===== config.mk =====
export PLATFORM = sky130hd
export DESIGN_NAME = conv_encoder
export DESIGN_NICKNAME = d
export VERILOG_FILES = /design/src/rtl/viterbi_pkg.sv /design/src/rtl/conv_enc_core.sv /design/src/rtl/conv_encoder.sv
export SDC_FILE = /design/constraint.sdc
export NUM_CORES = 1
export LEC_CHECK = 0
export ABC_AREA = 1
export ABC_CLOCK_PERIOD_IN_PS = 1800
export BUFFER_PORTS_ARGS = -buffer_cell sky130_fd_sc_hd__buf_2
export CAP_MARGIN = 5
export CORE_UTILIZATION = 45
export CTS_CLUSTER_SIZE = 8
export DETAILED_ROUTE_END_ITERATION = 10
export SLEW_MARGIN = 20
export SYNTH_ARGS = -nofsm -noshare
export SYNTH_HDL_FRONTEND = slang
export SYNTH_SLANG_ARGS = --single-unit

===== constraint.sdc =====
create_clock -name clk -period 1.8 [get_ports clk]
set_clock_uncertainty 0.1 [all_clocks]
set_input_delay 0 -clock clk [delete_from_list [all_inputs] [get_ports clk]]
set_output_delay 0 -clock clk [all_outputs]
set_load 0.03 [all_outputs]

===== src/rtl/viterbi_pkg.sv =====
// viterbi_pkg: shared constants and types for the convolutional encoder/decoder pair.
package viterbi_pkg;
    localparam int K = 4;
    localparam logic [K-1:0] G0_DEF = 4'b1111;
    localparam logic [K-1:0] G1_DEF = 4'b1101;
    typedef enum logic [1:0] {IDLE, DATA, TAIL, DRAIN} enc_state_t;
endpackage


===== src/rtl/conv_enc_core.sv =====
// conv_enc_core: combinational parity pair {p1,p0} for input bit u and shift register s.
module conv_enc_core
    import viterbi_pkg::*;
#(
    parameter logic [K-1:0] G0 = G0_DEF,
    parameter logic [K-1:0] G1 = G1_DEF
) (
    input  logic         u,
    input  logic [K-2:0] s,
    output logic [1:0]   p
);
    assign p = {^({u, s} & G0), ^({u, s} & G1)};
endmodule


===== src/rtl/conv_encoder.sv =====
// conv_encoder: framed rate-1/2 K=4 convolutional encoder with zero tail and a one-deep output register.
module conv_encoder
    import viterbi_pkg::*;
#(
    parameter int FRAME_W = 10,
    parameter logic [K-1:0] G0 = G0_DEF,
    parameter logic [K-1:0] G1 = G1_DEF
) (
    input  logic               clk,
    input  logic               rst,
    input  logic               enable,
    input  logic               start,
    input  logic [FRAME_W-1:0] frame_len,
    input  logic               d_in,
    input  logic               d_in_valid,
    output logic               d_in_ready,
    output logic [1:0]         d_out,
    output logic               d_out_valid,
    input  logic               d_out_ready,
    output logic               busy,
    output logic               done
);
    enc_state_t state, state_nx;
    logic [K-2:0] s, s_nx;
    logic [FRAME_W-1:0] len, len_nx, cnt, cnt_nx;
    logic [1:0] tail, tail_nx, sym, d_out_nx;
    logic dv_nx, slot_free, load_data, load_tail, u;

    conv_enc_core #(.G0(G0), .G1(G1)) core (.u(u), .s(s), .p(sym));

    always_comb begin
        slot_free  = !d_out_valid || d_out_ready;
        d_in_ready = enable && state == DATA && slot_free;
        load_data  = d_in_valid && d_in_ready;
        load_tail  = enable && state == TAIL && slot_free;
        u          = load_data && d_in;
        done       = enable && state == DRAIN && d_out_valid && d_out_ready;
        busy       = state != IDLE;
    end

    always_comb begin
        state_nx = state;
        s_nx     = s;
        len_nx   = len;
        cnt_nx   = cnt;
        tail_nx  = tail;
        d_out_nx = d_out;
        dv_nx    = d_out_valid && !d_out_ready;
        if (load_data || load_tail) begin
            s_nx     = {u, s[K-2:1]};
            d_out_nx = sym;
            dv_nx    = 1'b1;
        end
        case (state)
            IDLE: if (start && frame_len != '0) begin
                state_nx = DATA;
                len_nx   = frame_len;
                s_nx     = '0;
                cnt_nx   = '0;
                tail_nx  = '0;
            end
            DATA: if (load_data) begin
                cnt_nx = cnt + 1'b1;
                if (cnt == len - 1'b1) state_nx = TAIL;
            end
            TAIL: if (load_tail) begin
                tail_nx = tail + 1'b1;
                if (tail == 2'(K - 2)) state_nx = DRAIN;
            end
            DRAIN: if (done) state_nx = IDLE;
            default: state_nx = IDLE;
        endcase
        // enable low overrides every handshake above
        if (!enable) begin
            state_nx = IDLE;
            s_nx     = '0;
            cnt_nx   = '0;
            tail_nx  = '0;
            dv_nx    = 1'b0;
        end
    end

    always_ff @(posedge clk or negedge rst) begin
        if (!rst) begin
            state       <= IDLE;
            s           <= '0;
            len         <= '0;
            cnt         <= '0;
            tail        <= '0;
            d_out       <= '0;
            d_out_valid <= 1'b0;
        end else begin
            state       <= state_nx;
            s           <= s_nx;
            len         <= len_nx;
            cnt         <= cnt_nx;
            tail        <= tail_nx;
            d_out       <= d_out_nx;
            d_out_valid <= dv_nx;
        end
    end
endmodule


# Yosys cells after proc, flatten, opt, wreduce, memory -nomap -nowiden
# Index checks and enable logic that the tools add are counted.
[word_totals]
input_bits = 17
wordCells = 69
ff_bits = 30
[op_classes]
reduce_logical = 24
n_eq_ne = 13
n_addsub = 3
muxes = 22
[ops]
columns = ["op", "count"]
rows = [
  ["$mux 10", 3],
  ["$mux 2", 10],
  ["$pmux 10 s2", 1],
  ["$mux 3", 4],
  ["$ne 3x3->1 const B", 4],
  ["$logic_and 1x1->1", 11],
  ["$add 10x1->10 const B", 1],
  ["$eq 10x10->1", 1],
  ["$reduce_bool 10->1", 1],
  ["$sub 10x1->10 const B", 1],
  ["$pmux 2 s4", 1],
  ["$reduce_xor 4->1", 2],
  ["$eq 2x2->1 const B", 3],
  ["$ne 3x1->1 const B", 2],
  ["$ne 3x2->1 const B", 2],
  ["$reduce_and 3->1", 2],
  ["$reduce_and 6->1", 1],
  ["$pmux 2 s2", 1],
  ["$add 2x1->2 const B", 1],
  ["$eq 2x1->1 const B", 1],
  ["$logic_not 1->1", 2],
  ["$logic_not 2->1", 1],
  ["$logic_or 1x1->1", 2],
  ["$mux 1", 2],
  ["2 further kinds", 2],
]

# Longest topological paths before layout
# Gate-level depths: netlist (run 1).
[logic_depth]
word_depth = 9
ltp_mapped = 14
mapped_depth_nobuf = 14

# Hierarchy
# From an unflattened synthesis (run 1), not the netlist that was laid out.
[unflattened]
cells_unflattened = 307
area_unflattened_um2 = 2109.5
[modules_own_cells]
columns = ["mod", "area_each_um2", "cells_each", "n_inst", "seq_area_each_um2"]
rows = [
  ["conv_encoder", 2026.9, 285, 1, 750.7],
  ["conv_enc_core", 82.6, 22, 1, 0.0],
]

# Worst setup path after synthesis (run 1)
# No wires, ideal clock.
[synth_timing]
path_kind = "reg-to-reg"
from = "register state[1]"
to = "register d_out[1]"
arrival_time_ps = 1571
synth_period_minus_slack_ps = 1792
stages_incl_launch_ff = 11
setup_slack_ps = 8
cell_sequence = "dfrtp_1 inv_1 ha_1 nand2_2 nor2_4 nand2_2 inv_2 nand2_2 xnor2_2 nor2_2 o22a_1"
[synth_via]
elab_chain_cells = 6
elab_cells_between_ends = 10
classes_between = "2 x eq/ne; 8 x reduce/logical"
[synth_lines]
columns = ["element", "line", "source"]
rows = [
  ["from (decl)", "conv_encoder.sv:23", "enc_state_t state, state_nx;"],
  ["from (signal assigned)", "conv_encoder.sv:93", "state <= state_nx;"],
  ["$eq 2x1->1 *", "conv_encoder.sv:33", "d_in_ready = enable && state == DATA && slot_free;"],
  ["$logic_and 1x1->1 * (2 in a row)", "conv_encoder.sv:33", ""],
  ["named net d_in_ready", "conv_encoder.sv:16", "output logic d_in_ready,"],
  ["$logic_and 1x1->1 *", "conv_encoder.sv:34", "load_data = d_in_valid && d_in_ready;"],
  ["$logic_and 1x1->1", "conv_encoder.sv:36", "u = load_data && d_in;"],
  ["$reduce_xor 4->1", "conv_enc_core.sv:12", "assign p = {^({u, s} & G0), ^({u, s} & G1)};"],
  ["to (signal assigned)", "conv_encoder.sv:98", "d_out <= d_out_nx;"],
  ["to (decl)", "conv_encoder.sv:17", "output logic [1:0] d_out,"],
]
# The timed path passes the listed nets; every way through them passes the cells marked *.
# A chain may end at the register's enable or synchronous reset.

# Worst setup path after layout (run 1)
[layout_timing]
from = "register len[1]"
to = "register state[0]"
[layout_via]
elab_chain_cells = 4
[layout_lines]
columns = ["element", "line", "source"]
rows = [
  ["from (decl)", "conv_encoder.sv:25", "logic [FRAME_W-1:0] len, len_nx, cnt, cnt_nx;"],
  ["from (signal assigned)", "conv_encoder.sv:95", "len <= len_nx;"],
  ["$sub 10x1->10", "conv_encoder.sv:64", "if (cnt == len - 1'b1) state_nx = TAIL;"],
  ["$eq 10x10->1", "conv_encoder.sv:64", ""],
  ["$ne 3x2->1 (no line)", "--", ""],
  ["$reduce_and 6->1 (no line)", "--", ""],
]
# Every way passes these cells.

==> results of run 1 <==
## repair_timing
| item | 4_1_cts | 5_1_grt |
|---|---|---|
| endpoints found under the hold margin | 41 | 0 |
| setup buffers | 1 | 2 |
| gates cloned | 0 | 0 |
| pin swaps | 6 | 7 |
| resized for setup | 4 | 18 |
| hold buffers | 12 | 0 |
| setup endpoints to repair | 2 | 4 |
## flip-flops by register name (all words and copies together), names as in the netlist
| register | flops |
|---|---|
| d_out_valid | 1 |
| tail | 2 |
| len | 10 |
| s | 3 |
| cnt | 10 |
| state | 2 |
| d_out | 2 |
## routing by layer
layer | GRT usage, % | wire length, um | vias to the layer above
met5 | 0 | 0 | -
met4 | 7.94 | 75 | 0
met3 | 4.80 | 190 | 9
met2 | 32.8 | 2150 | 36
met1 | 31.1 | 2400 | 867
li1 | - | - | 1004
## metrics by stage
stage	std cells	total power, mW	setup WS [ns]	hold WS, ns	util (%)
6_report	389	3.49	0.0366	0.0262	58.7
5_1_grt	389	3.80	-0.0728	0.0530	58.7
4_1_cts	387	3.35	0.0206	0.0197	57.2
3_5_place_dp	366	2.60	-0.0219	-0.00000983	51.5
3_3_place_gp	366	2.59	0.0303	-0.00312	51.5
2_1_floorplan	291	2.16	0.00828	-0.396	-
## placed cells by master, fill, tap and decap left out, types with 10 or more instances in the layout
master,count
nand2_1,84
nor2_1,32
inv_1,31
dfrtp_1,28
buf_2,22
nand3_1,18
dlygate4sd3_1,12
nand2_2,10
o21ai_0,10
## kinds of logic after synthesis
logic type | share of synthesized area, %
simple gates | 36.0
buf+inv | 8.41
compound gates | 8.35
flops | 36.6
xor+xnor | 5.91
fa+ha+maj | 4.27
mux | 0.488
## layout make-up
type	count	area [um2]	share of cell area (%)
tap	52	65.1	2.53
inverter	36	135	5.25
sequential	30	753	29.3
timing repair buffer	44	318	12.3
clock buffer	8	110	4.28
multi-input combinational	219	1190	46.3
## where the power goes
part	switching, mW	internal (mW)	leakage (nW)
Clock	0.274	0.386	0.0575
Combinational	1.07	0.702	0.856
Sequential	0.206	0.858	0.391
Total	1.55	1.95	1.30
## critical path, delay by kind of cell (launching register included)
kind	cells	cell delay [ns]
flops	1	0.36
fa+ha+maj	1	0.27
simple gates	11	0.88
buf+inv	1	0.06
## final timing paths
kind / endpoint / slack, ns
setup / recovery: state[0] / 0.04
hold / removal: cnt[1] / 0.03
setup reg to reg: state[0] / 0.04
hold reg to reg: len[9] / 0.41
max in group asynchronous: cnt[1] / 0.90
min in group asynchronous: len[2] / 0.19
==> out/results.ini, run 1 <==
[finish]
final_nets=360
n_antenna_cell=0
nFillCells=419
drive_above_1_share_pct=22.6
area_growth_pct=25.4
post-route-cell-area_mm2=0.00257

[sta]
max_freq_mhz=567
finalCriticalPeriod_ns=1.76
finalCritPeriodShare_pct=98.0
rsz0062_at_grt=true
slew_headroom_pct=52.7
slew_viol_final=0
hold_violations=0
worst_pin_slew_ns=0.710
tns_ns=0
finalSetupViolations=0

[die]
die_h_um=69.5
rows=24
io_pins=23
die_w_um=69.5
initial_core_util_pct=46.8
core_area_mm2=0.00438
fp.dieArea_mm2=0.00484

[synthesis]
synthCells=291
synth_seq_area_share_pct=36.6
syn_nets=315
synthesis.area_mm2=0.00205
synth_area_leader_cell=dfrtp_1
synth.cells.most_frequent=87 x nand2_1, 36 x nor2_1, 35 x inv_1
synthArstFlopShare_pct=100
synth_top_cell_area_share_pct=36.6
synth_area_leaders=dfrtp_1 37%, nand2_1 16%, nor2_1 6.6%
ys_types=36
syn_area_per_cell_um2=7.06
yosysWarnings=0
synth_edf_count=0
yosysMostFrequentCell=nand2_1
ys_seq_elements=30
synth_ff_type=dfrtp_1

[drt]
wl_um=4820
wire_per_inst_um=12.4
viasPerCell=4.93
dr.pass1.iters=4
postRouteAntennaNets=0
num_vias=1916
drc=0
drtIter0Drc=123

[place]
gp_congestion=0.827
dp_hpwl_um=3400
portBuffers=22
postPlaceCellArea_mm2=0.00226

[job]
cap_violations=0

[setup_path]
reg2reg_depth=13
crit_path_max_fanout=3
cpMostUsedCell=nand2_1
worstReg2RegStart=len[1]
crit_type=flip-flop to flip-flop
crit_chain=inv_2 -> ha_4 -> nor2_1 -> nor2_2 -> nand2_1 -> nor2_1 -> nand2_1 -> nor2_1 -> nand4_1 -> nand2_2 -> nand2_2 -> nand2_1 -> nand2_1
crit_required_ns=1.88
cp-start-kind=flip-flop
slowest_stage=dfrtp_1
cp.arrival_ns=1.84
cp-end-kind=flip-flop
critPathLaunch=len[1]
cpPeakStageDelay_ns=0.36

[worst_hold_path]
hold_path_class=input pin to flip-flop
holdCritStartpoint=d_in_valid
min_path_cells=5

[global_routing]
grt_max_degree=31
grt_pass1_vias=1852
grt_first_pass_wirelength_um=8420
track_usage_pct=21.9
grt_antenna_before_repair=0
grt-ovfl-total=0

[pwr]
power_leakage_nw=1.30
ir_worst_vdd_v=0.000837
powerDensity_mw_per_mm2=1360

[cts]
cts_inserted_buffers=5
cts.path.max_buffers=2
cts_tree=built
clk_latency_ns=0.29
root_buffer=clkbuf_8
clock-sinks=30
clk_pin_slew_ns=0.07
htreeDepth=2

[status]
status=finished, final reports clean

No activity file was read; power rests on OpenSTA's default activity.
==> inputs of run 2 (changes only) <==
CORE_UTILIZATION = 58   (was 45)
HOLD_SLACK_MARGIN = 0.03   (was not set)
PLACE_DENSITY = 0.79   (was not set)
==> run 2 against run 1 <==
Effect of this change: sequential power barely moved; non-clock buffer count up 2; via count is 1.5% higher; critical endpoint is now state[1]; largest cell class unchanged.
==> out/results.ini, run 2 (synthesis results as in run 1) <==
[pwr]
ir_worst_vdd_v=0.000806  ; -3.8%
powerDensity_mw_per_mm2=1260  ; -7.4%
power_leakage_nw=1.28  ; -1.8%

[status]
status=finished, final reports clean

[finish]
area_growth_pct=22.2
finalNonFillerCells=385  ; -1.0%
final_nets=362  ; +0.56%
layout_common_cells=86 x nand2_1, 34 x nor2_1, 31 x inv_1
reg.largest.list=cnt (10), len (10), s (3)
nFillCells=276  ; -34%
post-route-cell-area_mm2=0.00251  ; -2.5%
n_antenna_cell=0  ; unchanged
final_common_cell=nand2_1
drive_above_1_share_pct=20.6  ; -1.9 points

[sta]
finalSetupViolations=0  ; unchanged
hold_violations=0  ; unchanged
slew_viol_final=0  ; unchanged
rsz0062_at_grt=true
finalCritPeriodShare_pct=97.5  ; -0.44 points
slew_headroom_pct=54.2  ; +1.6 points
worst_pin_slew_ns=0.686  ; -0.0237 ns
max_freq_mhz=570  ; +0.45%
finalCriticalPeriod_ns=1.76  ; -0.00794 ns

[drt]
top_layer=met4
num_vias=1944  ; +1.5%
wl_met1_um=2190  ; -8.9%
wl_um=4700  ; -2.5%
dr_wl_met2_um=2180  ; +1.5%
wire_per_inst_um=12.2  ; -1.5%
viasPerCell=5.05  ; +2.5%
dr.pass1.iters=4  ; unchanged
drc=0  ; unchanged
drtIter0Drc=117  ; -4.9%
postRouteAntennaNets=0  ; unchanged
wl_met3_um=220  ; +16%

[global_routing]
grt-ovfl-total=0  ; unchanged
track_usage_pct=28.5  ; +6.6 points
grt_first_pass_wirelength_um=7660  ; -9.1%
grt_max_degree=31  ; unchanged
grt_pass1_vias=1729  ; -6.6%
grt_antenna_before_repair=0  ; unchanged

[setup_path]
cp-end-kind=flip-flop
cp-start-kind=flip-flop
worstReg2RegStart=len[1]
r2r-end=state[1]
crit_path_max_fanout=3  ; unchanged
crit_required_ns=1.94  ; +0.06 ns
crit_type=flip-flop to flip-flop
cp.arrival_ns=1.90  ; +0.06 ns
ff2ff_setup_slack_ns=0.04  ; about the same
reg2reg_depth=14  ; +1

[cts]
root_buffer=clkbuf_4
clk_latency_ns=0.35  ; +0.06 ns
htreeDepth=2  ; unchanged
cts.path.max_buffers=2  ; unchanged
cts_inserted_buffers=5  ; unchanged
clk_pin_slew_ns=0.10  ; +0.03 ns
clock-sinks=30  ; unchanged
cts_tree=built

[place]
postPlaceCellArea_mm2=0.00223  ; -1.3%
dp_hpwl_um=3190  ; -6.0%
dp.cells=357  ; -2.5%
portBuffers=22  ; unchanged
gp_congestion=0.926  ; +12%

[die]
rows=21  ; -13%
die_w_um=61.5  ; -12%
die_h_um=61.5  ; -12%
core_area_mm2=0.00336  ; -23%
fp.dieArea_mm2=0.00378  ; -22%
io_pins=23  ; unchanged
initial_core_util_pct=61.0  ; +14 points

[job]
cap_violations=0  ; unchanged

[worst_hold_path]
hold_path_class=input pin to async pin

[run 2: changes by cell type in the layout (fill, tap and decap cells not counted), sizes merged]
cell         previous run  this run
buf                    32        30
clkbuf                  8         7
clkinv                  0         1
dlygate4sd3            12        16
[run 2: power breakdown]
part           leakage, nW  switching [mW]  internal [mW]
clock               0.0353           0.254          0.189
sequential           0.391           0.185          0.857
combinational        0.855            1.02          0.646
total                 1.28            1.46           1.69
[run 2: how the worst max path moves through the flow]
| stage | depth (start not counted) | slack [ns] | end | startpoint |
|---|---|---|---|---|
| after floorplan | 10 | 0.008 | d_out[1] | state[1] |
| after global placement | 13 | 0.06 | state[1] | len[1] |
| after detailed placement | 13 | 0.02 | state[1] | len[1] |
| after CTS | 13 | 0.005 | state[1] | len[1] |
| after global routing | 14 | -0.11 | state[1] | len[1] |
| final | 14 | 0.04 | state[1] | len[1] |
[run 2: critical path, cell delays in order, from the launching register on]
cell and delay [ns]:
dfrtp_1 0.40, inv_2 0.08, ha_4 0.21, nand2_2 0.06, inv_2 0.03, nor2_2 0.08, nand2_1 0.05, nor2_1 0.08
nand2_1 0.06, nor2_1 0.10, nand4_1 0.11, nand2_2 0.11, nand2_2 0.06, nand2_1 0.06, nand2_1 0.05
[run 2: what timing repair did]
item	4_1_cts	5_1_grt
setup buffers	0	4
hold endpoints to repair	55	0
endpoints found under the setup margin	0	10
resized for setup	0	14
hold buffers	16	0
[run 2: final cells by class]
| type | count | area (um2) | area share (%) |
|---|---|---|---|
| multi-input cells | 219 | 1160 | 46.2 |
| flip-flops and latches | 30 | 753 | 30.0 |
| repair buffers | 46 | 343 | 13.7 |
| inverters | 36 | 135 | 5.39 |
| well taps | 46 | 57.6 | 2.29 |
| clock buffers | 7 | 55.1 | 2.19 |
| clock inverters | 1 | 5.00 | 0.200 |
[run 2: routing by layer]
| layer | GRT usage, % | vias to the layer above |
|---|---|---|
| li1 | - | 1004 |
| met1 | 38.4 | 892 |
| met3 | 8.61 | 11 |
| met5 | 0 | - |
| met2 | 43.2 | 37 |
| met4 | 10.8 | 0 |
[run 2: per-stage QoR]
step	TNS (ns)	hold WS (ns)	power [mW]	setup slack, ns	utilization [%]
2_1_floorplan	0	-0.396	2.16	0.00828	-
3_3_place_gp	0	-0.0231	2.52	0.0639	66.2
3_5_place_dp	0	-0.0248	2.54	0.0210	66.2
4_1_cts	0	0.132	3.01	0.00460	72.7
5_1_grt	-0.210	0.209	3.44	-0.106	74.6
6_report	0	0.123	3.15	0.0446	74.6
